`src/rtl/dmem_arb_pkg.sv`:
```
// Shared types and helpers for the two-port data-memory arbiter.
package dmem_arb_pkg;

   localparam int unsigned NUM_PORTS = 2;

   localparam logic [2:0] F3_B  = 3'b000;
   localparam logic [2:0] F3_H  = 3'b001;
   localparam logic [2:0] F3_W  = 3'b010;
   localparam logic [2:0] F3_BU = 3'b100;
   localparam logic [2:0] F3_HU = 3'b101;

   typedef enum logic [1:0] {
      StIdle,
      StAccess,
      StResp
   } state_t;

   function automatic logic is_legal(input logic we, input logic [2:0] func3);
      logic ok;
      ok = 1'b0;
      if (we) begin
         ok = (func3 == F3_B) || (func3 == F3_H) || (func3 == F3_W);
      end else begin
         ok = (func3 == F3_B) || (func3 == F3_H) || (func3 == F3_W) ||
              (func3 == F3_BU) || (func3 == F3_HU);
      end
      return ok;
   endfunction

endpackage

```
`src/rtl/dmem_arb_pick.sv`:
```
// Combinational grant select. DMEM_ARB_RR_EN selects round-robin, otherwise
// port 0 has fixed priority.
module dmem_arb_pick
   import dmem_arb_pkg::*;
(
   input  logic [NUM_PORTS-1:0] i_req_valid,
   input  logic                 i_last_grant,
   output logic                 o_any,
   output logic                 o_grant
);

   always_comb begin
      o_any = |i_req_valid;
      unique case (i_req_valid)
         2'b01:   o_grant = 1'b0;
         2'b10:   o_grant = 1'b1;
`ifdef DMEM_ARB_RR_EN
         2'b11:   o_grant = ~i_last_grant;
`else
         2'b11:   o_grant = 1'b0;
`endif
         // Nothing pending: park on the previous winner, the value is unused.
         default: o_grant = i_last_grant;
      endcase
   end

endmodule

```
`src/rtl/dmem_arbiter.sv`:
```
// Two-port arbiter in front of the single-port data memory: IDLE -> ACCESS -> RESP.
// Arbitration policy is chosen by DMEM_ARB_RR_EN inside dmem_arb_pick.
module dmem_arbiter
   import dmem_arb_pkg::*;
#(
   parameter int unsigned ADDR_W    = 32,
   parameter int unsigned DATA_W    = 32,
   parameter int unsigned MEM_WORDS = 100
) (
   input  logic                                clk,
   input  logic                                rst,
   input  logic [NUM_PORTS-1:0]                req_valid,
   output logic [NUM_PORTS-1:0]                req_ready,
   input  logic [NUM_PORTS-1:0]                req_we,
   input  logic [NUM_PORTS-1:0][ADDR_W-1:0]    req_addr,
   input  logic [NUM_PORTS-1:0][DATA_W-1:0]    req_wdata,
   input  logic [NUM_PORTS-1:0][2:0]           req_func3,
   output logic [NUM_PORTS-1:0]                resp_valid,
   output logic [DATA_W-1:0]                   resp_rdata,
   output logic                                resp_err,
   output logic                                mem_rd_en,
   output logic                                mem_wr_en,
   output logic [ADDR_W-1:0]                   mem_addr,
   output logic [DATA_W-1:0]                   mem_wdata,
   output logic [2:0]                          mem_func3,
   input  logic [DATA_W-1:0]                   mem_rdata
);

   localparam logic [ADDR_W-3:0] LP_MEM_WORDS = (ADDR_W-2)'(MEM_WORDS);

   state_t              r_state, w_state_next;
   logic                r_last_grant, r_g, r_we, r_err;
   logic [ADDR_W-1:0]   r_addr;
   logic [DATA_W-1:0]   r_wdata, r_rdata;
   logic [2:0]          r_func3;

   logic                w_any, w_grant, w_hs, w_err;
   logic                w_sel_we;
   logic [ADDR_W-1:0]   w_sel_addr;
   logic [2:0]          w_sel_func3;

   dmem_arb_pick u_pick (
      .i_req_valid  (req_valid),
      .i_last_grant (r_last_grant),
      .o_any        (w_any),
      .o_grant      (w_grant)
   );

   assign w_hs        = (r_state == StIdle) && w_any;
   assign w_sel_we    = req_we[w_grant];
   assign w_sel_addr  = req_addr[w_grant];
   assign w_sel_func3 = req_func3[w_grant];

   always_comb begin
      w_err = !is_legal(w_sel_we, w_sel_func3);
      if ((w_sel_func3[1:0] == 2'b01) && w_sel_addr[0]) begin
         w_err = 1'b1;
      end
      if ((w_sel_func3[1:0] == 2'b10) && (w_sel_addr[1:0] != 2'b00)) begin
         w_err = 1'b1;
      end
      if (w_sel_addr[ADDR_W-1:2] >= LP_MEM_WORDS) begin
         w_err = 1'b1;
      end
   end

   always_comb begin
      w_state_next = r_state;
      req_ready    = '0;
      resp_valid   = '0;
      resp_err     = 1'b0;
      resp_rdata   = '0;
      mem_rd_en    = 1'b0;
      mem_wr_en    = 1'b0;
      mem_addr     = '0;
      mem_wdata    = '0;
      mem_func3    = 3'b000;
      unique case (r_state)
         StIdle: begin
            if (w_any) begin
               req_ready[w_grant] = 1'b1;
               w_state_next       = StAccess;
            end
         end
         StAccess: begin
            mem_addr     = r_addr;
            mem_wdata    = r_wdata;
            mem_func3    = r_func3;
            mem_rd_en    = !r_we && !r_err;
            mem_wr_en    = r_we && !r_err;
            w_state_next = StResp;
         end
         StResp: begin
            resp_valid[r_g] = 1'b1;
            resp_err        = r_err;
            resp_rdata      = r_rdata;
            w_state_next    = StIdle;
         end
         default: w_state_next = StIdle;
      endcase
   end

   always_ff @(posedge clk) begin
      if (rst) begin
         r_state      <= StIdle;
         r_last_grant <= 1'b1;
         r_g          <= 1'b0;
         r_we         <= 1'b0;
         r_err        <= 1'b0;
         r_addr       <= '0;
         r_wdata      <= '0;
         r_func3      <= 3'b000;
         r_rdata      <= '0;
      end else begin
         r_state <= w_state_next;
         if (w_hs) begin
            r_g          <= w_grant;
            r_last_grant <= w_grant;
            r_we         <= w_sel_we;
            r_addr       <= w_sel_addr;
            r_wdata      <= req_wdata[w_grant];
            r_func3      <= w_sel_func3;
            r_err        <= w_err;
         end
         // Stores and errored accesses report zero data.
         if (r_state == StAccess) begin
            r_rdata <= (!r_we && !r_err) ? mem_rdata : '0;
         end
      end
   end

endmodule
```
`config.mk`:
```
export PLATFORM = sky130hd
export DESIGN_NAME = dmem_arbiter
export DESIGN_NICKNAME = d
export VERILOG_FILES = /design/src/rtl/dmem_arb_pkg.sv /design/src/rtl/dmem_arb_pick.sv /design/src/rtl/dmem_arbiter.sv
export SDC_FILE = /design/constraint.sdc
export NUM_CORES = 1
export LEC_CHECK = 0
export ABC_AREA = 0
export CORE_MARGIN = 10
export CORE_UTILIZATION = 39
export CTS_CLUSTER_DIAMETER = 40
export DETAILED_ROUTE_END_ITERATION = 10
export GPL_ROUTABILITY_DRIVEN = 0
export HOLD_SLACK_MARGIN = 0.15
export PLACE_DENSITY = 0.78
export SLEW_MARGIN = 20
export SYNTH_ARGS = -nofsm -noshare
export SYNTH_HDL_FRONTEND = slang
export SYNTH_SLANG_ARGS = --single-unit
```
`constraint.sdc`:
```
create_clock -name clk -period 2.2 [get_ports clk]
set_clock_uncertainty 0.1 [all_clocks]
set_input_delay 0.55 -clock clk [delete_from_list [all_inputs] [get_ports clk]]
set_output_delay 0.55 -clock clk [all_outputs]
set_load 0.02 [all_outputs]
```
==> results of run 1 <==
## synthesized netlist by cell type, types with 2 or more instances
master,count
nor3_1,3
or4_1,2
mux2i_1,68
a211oi_1,69
a21oi_1,2
and2_1,101
a22oi_1,32
dfxtp_1,105
nor2b_1,2
nand4_1,2
nor4_1,11
a221oi_1,2
clkbuf_1,27
buf_2,15
o21bai_1,2
buf_6,2
nor3b_1,2
buf_4,5
buf_1,2
nor2_1,108
## report_power, final
part | switching, uW | internal, uW
Clock | 744 | 811
Sequential | 93.4 | 2080
Combinational | 645 | 735
Total | 1480 | 3630
## state kept, by name (all words and copies together) (netlist names)
signal	count
r_addr	32
r_rdata	32
r_wdata	32
r_func3	3
r_state	2
r_err	1
r_g	1
r_last_grant	1
r_we	1
## per-layer routing
metal / up-vias / part of all wire (%) / global-route usage [%]
met2: 203 / 52 / 38.4
met3: 27 / 6.8 / 5.68
met4: 0 / 2.3 / 7.01
met1: 2527 / 39 / 22.2
met5: - / 0 / 0
li1: 2576 / - / -
## stage by stage
step / power [uW] / utilization [%] / std cells / setup TNS (ns) / hold WS (ns)
2_1_floorplan: 2850 / - / 574 / 0 / 0.367
3_3_place_gp: 3480 / 64.0 / 999 / -5.08 / 0.380
3_5_place_dp: 3520 / 64.0 / 999 / -8.41 / 0.387
4_1_cts: 5080 / 65.1 / 1020 / -0.000581 / 0.396
5_1_grt: 5330 / 66.2 / 1021 / -0.0788 / 0.413
6_report: 5110 / 66.2 / 1021 / 0 / 0.395
## layout make-up
cell class	instances	area share, %
clock buffers	10	2.84
repair buffers	311	35.3
multi-input cells	417	33.7
flip-flops and latches	105	25.0
well taps	172	2.56
clock inverters	6	0.594
## how the worst max path moves through the flow
stage / startpoint / endpoint / slack (ns) / depth (start not counted)
floorplan: r_state[1]$_SDFFE_PP0P_ / mem_wr_en / 0.16 / 4
global placement: req_valid[0] / req_ready[1] / -0.54 / 4
detailed placement: req_valid[0] / req_ready[1] / -0.51 / 4
CTS: r_state[1]$_SDFFE_PP0P_ / mem_addr[31] / -0.0006 / 5
global route: r_state[1]$_SDFFE_PP0P_ / mem_wdata[15] / -0.02 / 5
finish: r_state[1]$_SDFFE_PP0P_ / mem_wdata[15] / 0.03 / 5
## kinds of logic (layout without fill, tap and decap cells)
logic type / after synthesis / after routing / synth area share (%)
and+or+nand+nor: 237 / 237 / 24.0
AOI/OAI and AO/OA: 112 / 112 / 16.5
DFF: 105 / 105 / 41.2
buffers and inverters: 52 / 327 / 4.93
muxes: 68 / 68 / 13.4
## worst max-delay path, delay by kind of cell, from the launching register on
family | cells | cell delay, ns
AND/OR/NAND/NOR | 2 | 0.42
buffers and inverters | 3 | 0.42
flip-flops | 1 | 0.34
## timing repair
action / in CTS / in global routing
endpoints found under the hold margin: 0 / 0
hold buffers: 0 / 0
cloned: 2 / 2
buffers inserted: 3 / 0
setup endpoints to repair: 105 / 95
resized for setup: 387 / 132
==> flow_metrics.py, run 1 <==
metrics = {
    "worst_hold_path": {
        "hold_start": "r_wdata[8]$_SDFFE_PP0P_",
        "holdPathStages": 2,
        "hp-class": "reg -> reg",
        "holdPathEnd": "r_wdata[8]$_SDFFE_PP0P_",
    },
    "worst_setup_path": {
        "r2r_slack_ns": 0.57,
        "startpoint_type": "flip-flop",
        "worstPathRequired_ns": 1.55,
        "r2r_cells": 6,
        "path_cells": "and2b_4 > buf_6 > buf_16 > and2_1 > buf_4",
        "cpPeakStageDelay_ns": 0.34,
        "cp-end-kind": "output port",
        "arrival_ns": 1.52,
        "rr_endpoint": "r_addr[1]$_SDFFE_PP0P_",
        "crit_type": "reg -> out",
        "worstPathMaxFanout": 10,
        "r2r_start": "r_state[0]$_SDFFE_PP0P_",
        "slowest_stage": "dfxtp_2",
    },
    "grt": {
        "grt_usage_pct": 20.8,
        "overflow": 0,
        "grt_pass1_vias": 5571,
        "grt_max_degree": 52,
        "antenna_found_initial": 0,
        "grt_first_pass_wirelength_um": 30200,
    },
    "routing": {
        "post_drt_wl_per_cell_um": 19.5,
        "drc_errors": 0,
        "vias": 5333,
        "detail-route-antenna-nets": 0,
        "drtPass1Iterations": 5,
        "wl_um": 19900,
        "viasPerCell": 5.22,
        "drtIter0Drc": 294,
    },
    "clock_network": {
        "clock-root-buffer": "clkbuf_16",
        "cts_tree": "yes",
        "cts.sinks": 105,
        "cts.htree.levels": 3,
        "cts_buffer_depth": 2,
        "clock_latency_ns": 0.35,
        "numCtsBuffers": 9,
        "clk_pin_slew_ns": 0.07,
    },
    "synth": {
        "synth_edf_count": 0,
        "ys.flop_type": "dfxtp_1",
        "async_flop_share_pct": 0,
        "synthCells": 574,
        "ys_seq_area_share_pct": 41.2,
        "synth_top_area_share_pct": 41.2,
        "ys_top_cells_by_area": "dfxtp_1, mux2i_1, and2_1",
        "yosysUniqueCellTypes": 32,
        "synth.avg_cell_area_um2": 8.88,
        "yosys.area.top_type": "dfxtp_1",
        "ys_ff_latch": 105,
        "syn_area_um2": 5100,
        "syn-num-nets": 746,
        "yosys_warnings": 0,
    },
    "sta": {
        "setup_viol": 0,
        "fin_crit_sh_pct": 98.7,
        "period_minus_slack_ns": 2.17,
        "fin_ws_ns": 0.0293,
        "finalHoldViolCount": 0,
        "clock.fmax_ghz": 0.461,
        "rsz0062_at_grt": "true",
        "final_max_slew_viol_count": 0,
        "worstMarginPinSlew_ns": 0.440,
        "max-slew-margin-rel_pct": 70.3,
    },
    "layout": {
        "n_antenna_cell": 0,
        "multi_input_area_um2": 2840,
        "area.growth.synth_to_final_pct": 65.2,
        "finalNetCount": 1016,
        "fill_cells": 1065,
        "design_area_um2": 8420,
        "register_area_um2": 2100,
        "drive_gt1_share_pct": 21.9,
        "layout_common_cells": "clkdlybuf4s50_1, nor2_1, dfxtp_1",
        "final_common_cell": "clkdlybuf4s50_1",
    },
    "run_status": {
        "status": "finished, final reports clean",
    },
    "floorplan": {
        "rows": 41,
        "die_w_um": 134,
        "die_h_um": 134,
        "dieArea_um2": 18000,
        "io_pins": 278,
        "start_util_pct": 40.1,
        "core_um2": 12700,
    },
    "place": {
        "dp_hpwl_um": 15000,
        "io_buffers": 277,
        "dp_slack_ns": -0.512,
        "place_area_um2": 8140,
    },
    "pwr": {
        "p_leak_uw": 0.00364,
        "ir_worst_vdd_uv": 514,
        "power_density_nw_per_um2": 607,
    },
    "run": {
        "cap_violations": 0,
    },
}
No activity file was read; power rests on OpenSTA's default activity.
==> run 2: changes to the inputs <==
clock period = 2 ns   (was 2.2 ns; I/O delays follow)
==> flow_metrics.py, run 2 (same netlist as run 1, synthesis figures left out) <==
metrics = {
    "grt": {
        "grt_pass1_vias": 5598,
        "antenna_found_initial": 0,
        "overflow": 0,
        "grt_first_pass_wirelength_um": 30100,
        "grt_usage_pct": 20.5,
        "grt_max_degree": 45,
    },
    "layout": {
        "instances_no_fill": 1031,
        "drive_gt1_share_pct": 24.2,
        "finalNetCount": 1028,
        "reg_top3": "r_addr x32, r_rdata x32, r_wdata x32",
        "design_area_um2": 8690,
        "layout_common_cells": "clkdlybuf4s50_1, nor2_1, dfxtp_1",
        "fin_util_pct": 68.3,
        "area.growth.synth_to_final_pct": 70.5,
        "fill_cells": 1050,
        "n_antenna_cell": 0,
        "final_common_cell": "clkdlybuf4s50_1",
    },
    "routing": {
        "drtIter0Drc": 304,
        "wl_um": 19600,
        "drtPass1Iterations": 4,
        "post_drt_wl_per_cell_um": 19.0,
        "drc_errors": 0,
        "viasPerCell": 5.15,
        "detail-route-antenna-nets": 0,
        "vias": 5312,
    },
    "run_status": {
        "violations": "negative setup slack",
        "status": "finished, violations left",
    },
    "sta": {
        "max-slew-margin-rel_pct": 69.9,
        "setup_viol": 81,
        "holdWs_ns": 0.393,
        "clock.fmax_ghz": 0.478,
        "final_max_slew_viol_count": 0,
        "fin_crit_sh_pct": 105,
        "worstMarginPinSlew_ns": 0.446,
        "fin_ws_ns": -0.0921,
        "finalHoldViolCount": 0,
        "period_minus_slack_ns": 2.09,
        "rsz0062_at_grt": "true",
    },
    "place": {
        "dp_hpwl_um": 15100,
        "io_buffers": 277,
        "place_inst": 1011,
        "place_area_um2": 8270,
    },
    "clock_network": {
        "cts_tree": "yes",
        "ctsHoldBuffers": 0,
        "numCtsBuffers": 9,
        "cts_buffer_depth": 2,
        "clock_latency_ns": 0.33,
        "cts.sinks": 105,
        "clock-root-buffer": "clkbuf_16",
        "clk_pin_slew_ns": 0.07,
        "cts.htree.levels": 3,
    },
    "worst_setup_path": {
        "crit_type": "reg -> out",
        "path_buf_inv": 3,
        "cp_top_family": "buffers and inverters",
        "arrival_ns": 1.49,
        "worstPathMaxFanout": 8,
        "cp-end-kind": "output port",
        "slowest_stage": "dfxtp_2",
        "path_cells": "nor2b_4 > buf_4 > buf_6 > and2_1 > clkbuf_4",
        "worstPathRequired_ns": 1.40,
        "startpoint_type": "flip-flop",
        "cpPeakStageDelay_ns": 0.36,
    },
    "worst_hold_path": {
        "hp-class": "reg -> reg",
    },
    "floorplan": {
        "die_h_um": 134,
        "start_util_pct": 40.1,
        "die_w_um": 134,
        "io_pins": 278,
        "core_um2": 12700,
        "rows": 41,
        "dieArea_um2": 18000,
    },
    "run": {
        "cap_violations": 0,
    },
    "pwr": {
        "ir_worst_vdd_uv": 446,
        "power_density_nw_per_um2": 655,
        "p_total_uw": 5690,
        "p_leak_uw": 0.00376,
    },
}
run 2: cell types whose count changed in the layout (fill, tap and decap cells not counted), moves of 3 or more:
| cell | previous run | this run |
|---|---|---|
| buf_2 | 20 | 3 |
| clkinv_2 | 0 | 3 |
| and2_1 | 81 | 70 |
| buf_12 | 8 | 11 |
| clkbuf_4 | 0 | 5 |
| buf_4 | 42 | 76 |
| buf_6 | 34 | 56 |
| and2_4 | 20 | 31 |
| clkdlybuf4s15_2 | 5 | 0 |
| clkbuf_2 | 27 | 0 |
run 2: power breakdown:
group,total [uW],switching [uW],leakage [uW],internal [uW]
clock,1740,751,0.000144,985
sequential,2400,105,0.000868,2290
combinational,1560,708,0.00275,850
run 2: area by class of cell:
class,instances,area [um2],share of cell area [%]
tap,172,215,2.48
clock inverter,4,45.0,0.518
timing repair buffer,323,3210,37.0
multi-input combinational,417,2870,33.1
sequential,105,2100,24.2
clock buffer,10,239,2.75
run 2: worst paths after layout:
kind	slack (ns)	startpoint	cells after the start	end
worst max register to register	0.21	r_state[0]$_SDFFE_PP0P_	7	r_addr[18]$_SDFFE_PP0P_
worst min register to register	0.39	r_wdata[10]$_SDFFE_PP0P_	2	r_wdata[10]$_SDFFE_PP0P_
worst min-delay path	0.39	r_wdata[10]$_SDFFE_PP0P_	2	r_wdata[10]$_SDFFE_PP0P_
worst max-delay path	-0.09	r_state[1]$_SDFFE_PP0P_	5	resp_rdata[20]
run 2: layer usage:
layer	GRT usage [%]	vias up	wire length, um
met5	0	-	0
met3	5.75	32	1300
met4	6.77	0	561
met2	37.3	187	9850
li1	-	2590	-
met1	22.2	2503	7840
run 2: through the flow:
| step | setup WS (ns) | setup TNS, ns |
|---|---|---|
| finish | -0.0921 | -3.11 |
| global route | -0.141 | -7.52 |
| CTS | -0.161 | -7.04 |
| detailed placement | -0.675 | -35.98 |
| global placement | -0.666 | -34.62 |
| floorplan | 0.00959 | 0 |
run 2: worst min-delay path, delay by kind of cell (launching register included):
| kind | cells | cell delay [ns] |
|---|---|---|
| compound gates | 1 | 0.05 |
| simple gates | 1 | 0.09 |
| flops | 1 | 0.30 |
run 2: timing repair:
item	4_1_cts	5_1_grt
gates cloned	1	2
setup endpoints to repair	106	105
pin swaps	1	0
gates resized for setup	503	127
buffers inserted	2	2
==> run 3: changes to the inputs <==
PLACE_DENSITY = 0.81   (was 0.78)
==> flow_metrics.py, run 3 (same netlist as run 1, synthesis figures left out) <==
metrics = {
    "layout": {
        "final_common_cell": "clkdlybuf4s50_1",
        "fill_cells": 940,
        "finalNetCount": 1036,
        "layout_common_cells": "clkdlybuf4s50_1, nor2_1, dfxtp_1",
        "drive_gt1_share_pct": 27.9,
        "reg_top3": "r_addr x32, r_rdata x32, r_wdata x32",
        "n_antenna_cell": 0,
        "area.growth.synth_to_final_pct": 77.1,
    },
    "grt": {
        "grt_usage_pct": 20.5,
        "grt_pass1_vias": 5670,
        "grt_first_pass_wirelength_um": 29800,
        "antenna_found_initial": 0,
        "overflow": 0,
        "grt_max_degree": 59,
    },
    "worst_setup_path": {
        "path_buf_inv": 3,
        "worstPathRequired_ns": 1.40,
        "cpPeakStageDelay_ns": 0.33,
        "cp-end-kind": "output port",
        "startpoint_type": "flip-flop",
        "worstPathMaxFanout": 13,
        "path_common_cell": "buf_6",
        "path_cells": "and2b_4 > buf_6 > buf_16 > and2_1 > buf_6",
        "slowest_stage": "dfxtp_2",
        "r2r_slack_ns": 0.22,
        "cp_top_family": "simple AND/OR/NAND/NOR gates",
        "crit_type": "reg -> out",
        "arrival_ns": 1.48,
    },
    "routing": {
        "post_drt_wl_per_cell_um": 19.2,
        "drtIter0Drc": 272,
        "drtPass1Iterations": 4,
        "detail-route-antenna-nets": 0,
        "vias": 5358,
        "viasPerCell": 5.15,
        "drc_errors": 0,
        "wl_um": 20000,
    },
    "worst_hold_path": {
        "hp-class": "reg -> reg",
    },
    "clock_network": {
        "ctsHoldBuffers": 0,
        "cts_tree": "yes",
        "cts_buffer_depth": 2,
        "clock-root-buffer": "clkbuf_16",
        "cts.sinks": 105,
        "cts.htree.levels": 3,
        "numCtsBuffers": 9,
        "clock_latency_ns": 0.33,
        "clk_pin_slew_ns": 0.07,
    },
    "sta": {
        "finalHoldViolCount": 0,
        "period_minus_slack_ns": 2.08,
        "max-slew-margin-rel_pct": 68.6,
        "worstMarginPinSlew_ns": 0.465,
        "holdWs_ns": 0.396,
        "setup_viol": 70,
        "final_max_slew_viol_count": 0,
        "fin_crit_sh_pct": 104,
        "clock.fmax_ghz": 0.482,
        "rsz0062_at_grt": "true",
        "fin_ws_ns": -0.0759,
    },
    "run_status": {
        "violations": "negative setup slack",
        "status": "finished, violations left",
    },
    "place": {
        "dp_slack_ns": -0.795,
        "io_buffers": 277,
        "dp_hpwl_um": 15300,
    },
    "floorplan": {
        "die_w_um": 134,
        "start_util_pct": 40.1,
        "core_um2": 12700,
        "dieArea_um2": 18000,
        "die_h_um": 134,
        "rows": 41,
        "io_pins": 278,
    },
    "pwr": {
        "power_density_nw_per_um2": 635,
        "p_leak_uw": 0.00388,
        "ir_worst_vdd_uv": 380,
    },
    "run": {
        "cap_violations": 0,
    },
}
==> run 3: layout make-up <==
| class | count | area, um2 | share of cell area, % |
|---|---|---|---|
| clock buffer | 9 | 225 | 2.49 |
| clock inverter | 6 | 60.1 | 0.665 |
| multi-input combinational | 417 | 2940 | 32.5 |
| sequential | 105 | 2110 | 23.3 |
| tap | 172 | 215 | 2.38 |
| timing repair buffer | 331 | 3480 | 38.6 |
==> run 3: routing by layer <==
metal	vias to the layer above	global-route usage, %	share of wire, %
met5	-	0	0
met4	0	6.95	2.2
met1	2493	21.3	38
met3	26	7.43	8.3
li1	2614	-	-
met2	225	37.2	52
==> run 3: worst paths after layout <==
kind | start | to | depth (start not counted)
worst max-delay path | r_state[1]$_SDFFE_PP0P_ | mem_addr[25] | 5
worst min-delay path | r_wdata[0]$_SDFFE_PP0P_ | r_wdata[0]$_SDFFE_PP0P_ | 2
worst max register to register | r_state[0]$_SDFFE_PP0P_ | r_addr[1]$_SDFFE_PP0P_ | 7
worst min register to register | r_wdata[0]$_SDFFE_PP0P_ | r_wdata[0]$_SDFFE_PP0P_ | 2
==> run 3: per-stage QoR <==
step	utilization, %	total power, uW	TNS (ns)	area, um2	instances
finish	71.0	5740	-2.35	9030	1040
detailed placement	65.4	3950	-32.18	8320	1017
CTS	68.5	5700	-5.75	8710	1034
floorplan	-	3130	0	5100	574
global placement	65.4	3910	-27.29	8320	1017
global route	71.0	6000	-7.32	9030	1040
==> run 3: power breakdown <==
part           switching, uW  internal, uW
registers                109          2290
logic                    733           887
clock network            757           957
==> run 3: worst reg2reg max path, stage by stage (launching register included) <==
cell and delay [ns]:
dfxtp_4 0.37, buf_6 0.13, buf_4 0.13, nor3_2 0.26, buf_12 0.21, buf_4 0.18, nor2_1 0.05, a211oi_1 0.25
==> run 3: timing repair <==
action / CTS / global route
gates cloned: 1 / 4
setup endpoints to repair: 106 / 144
pin swaps: 1 / 22
hold endpoints to repair: 0 / 0
buffers inserted: 1 / 2
gates resized for setup: 493 / 187
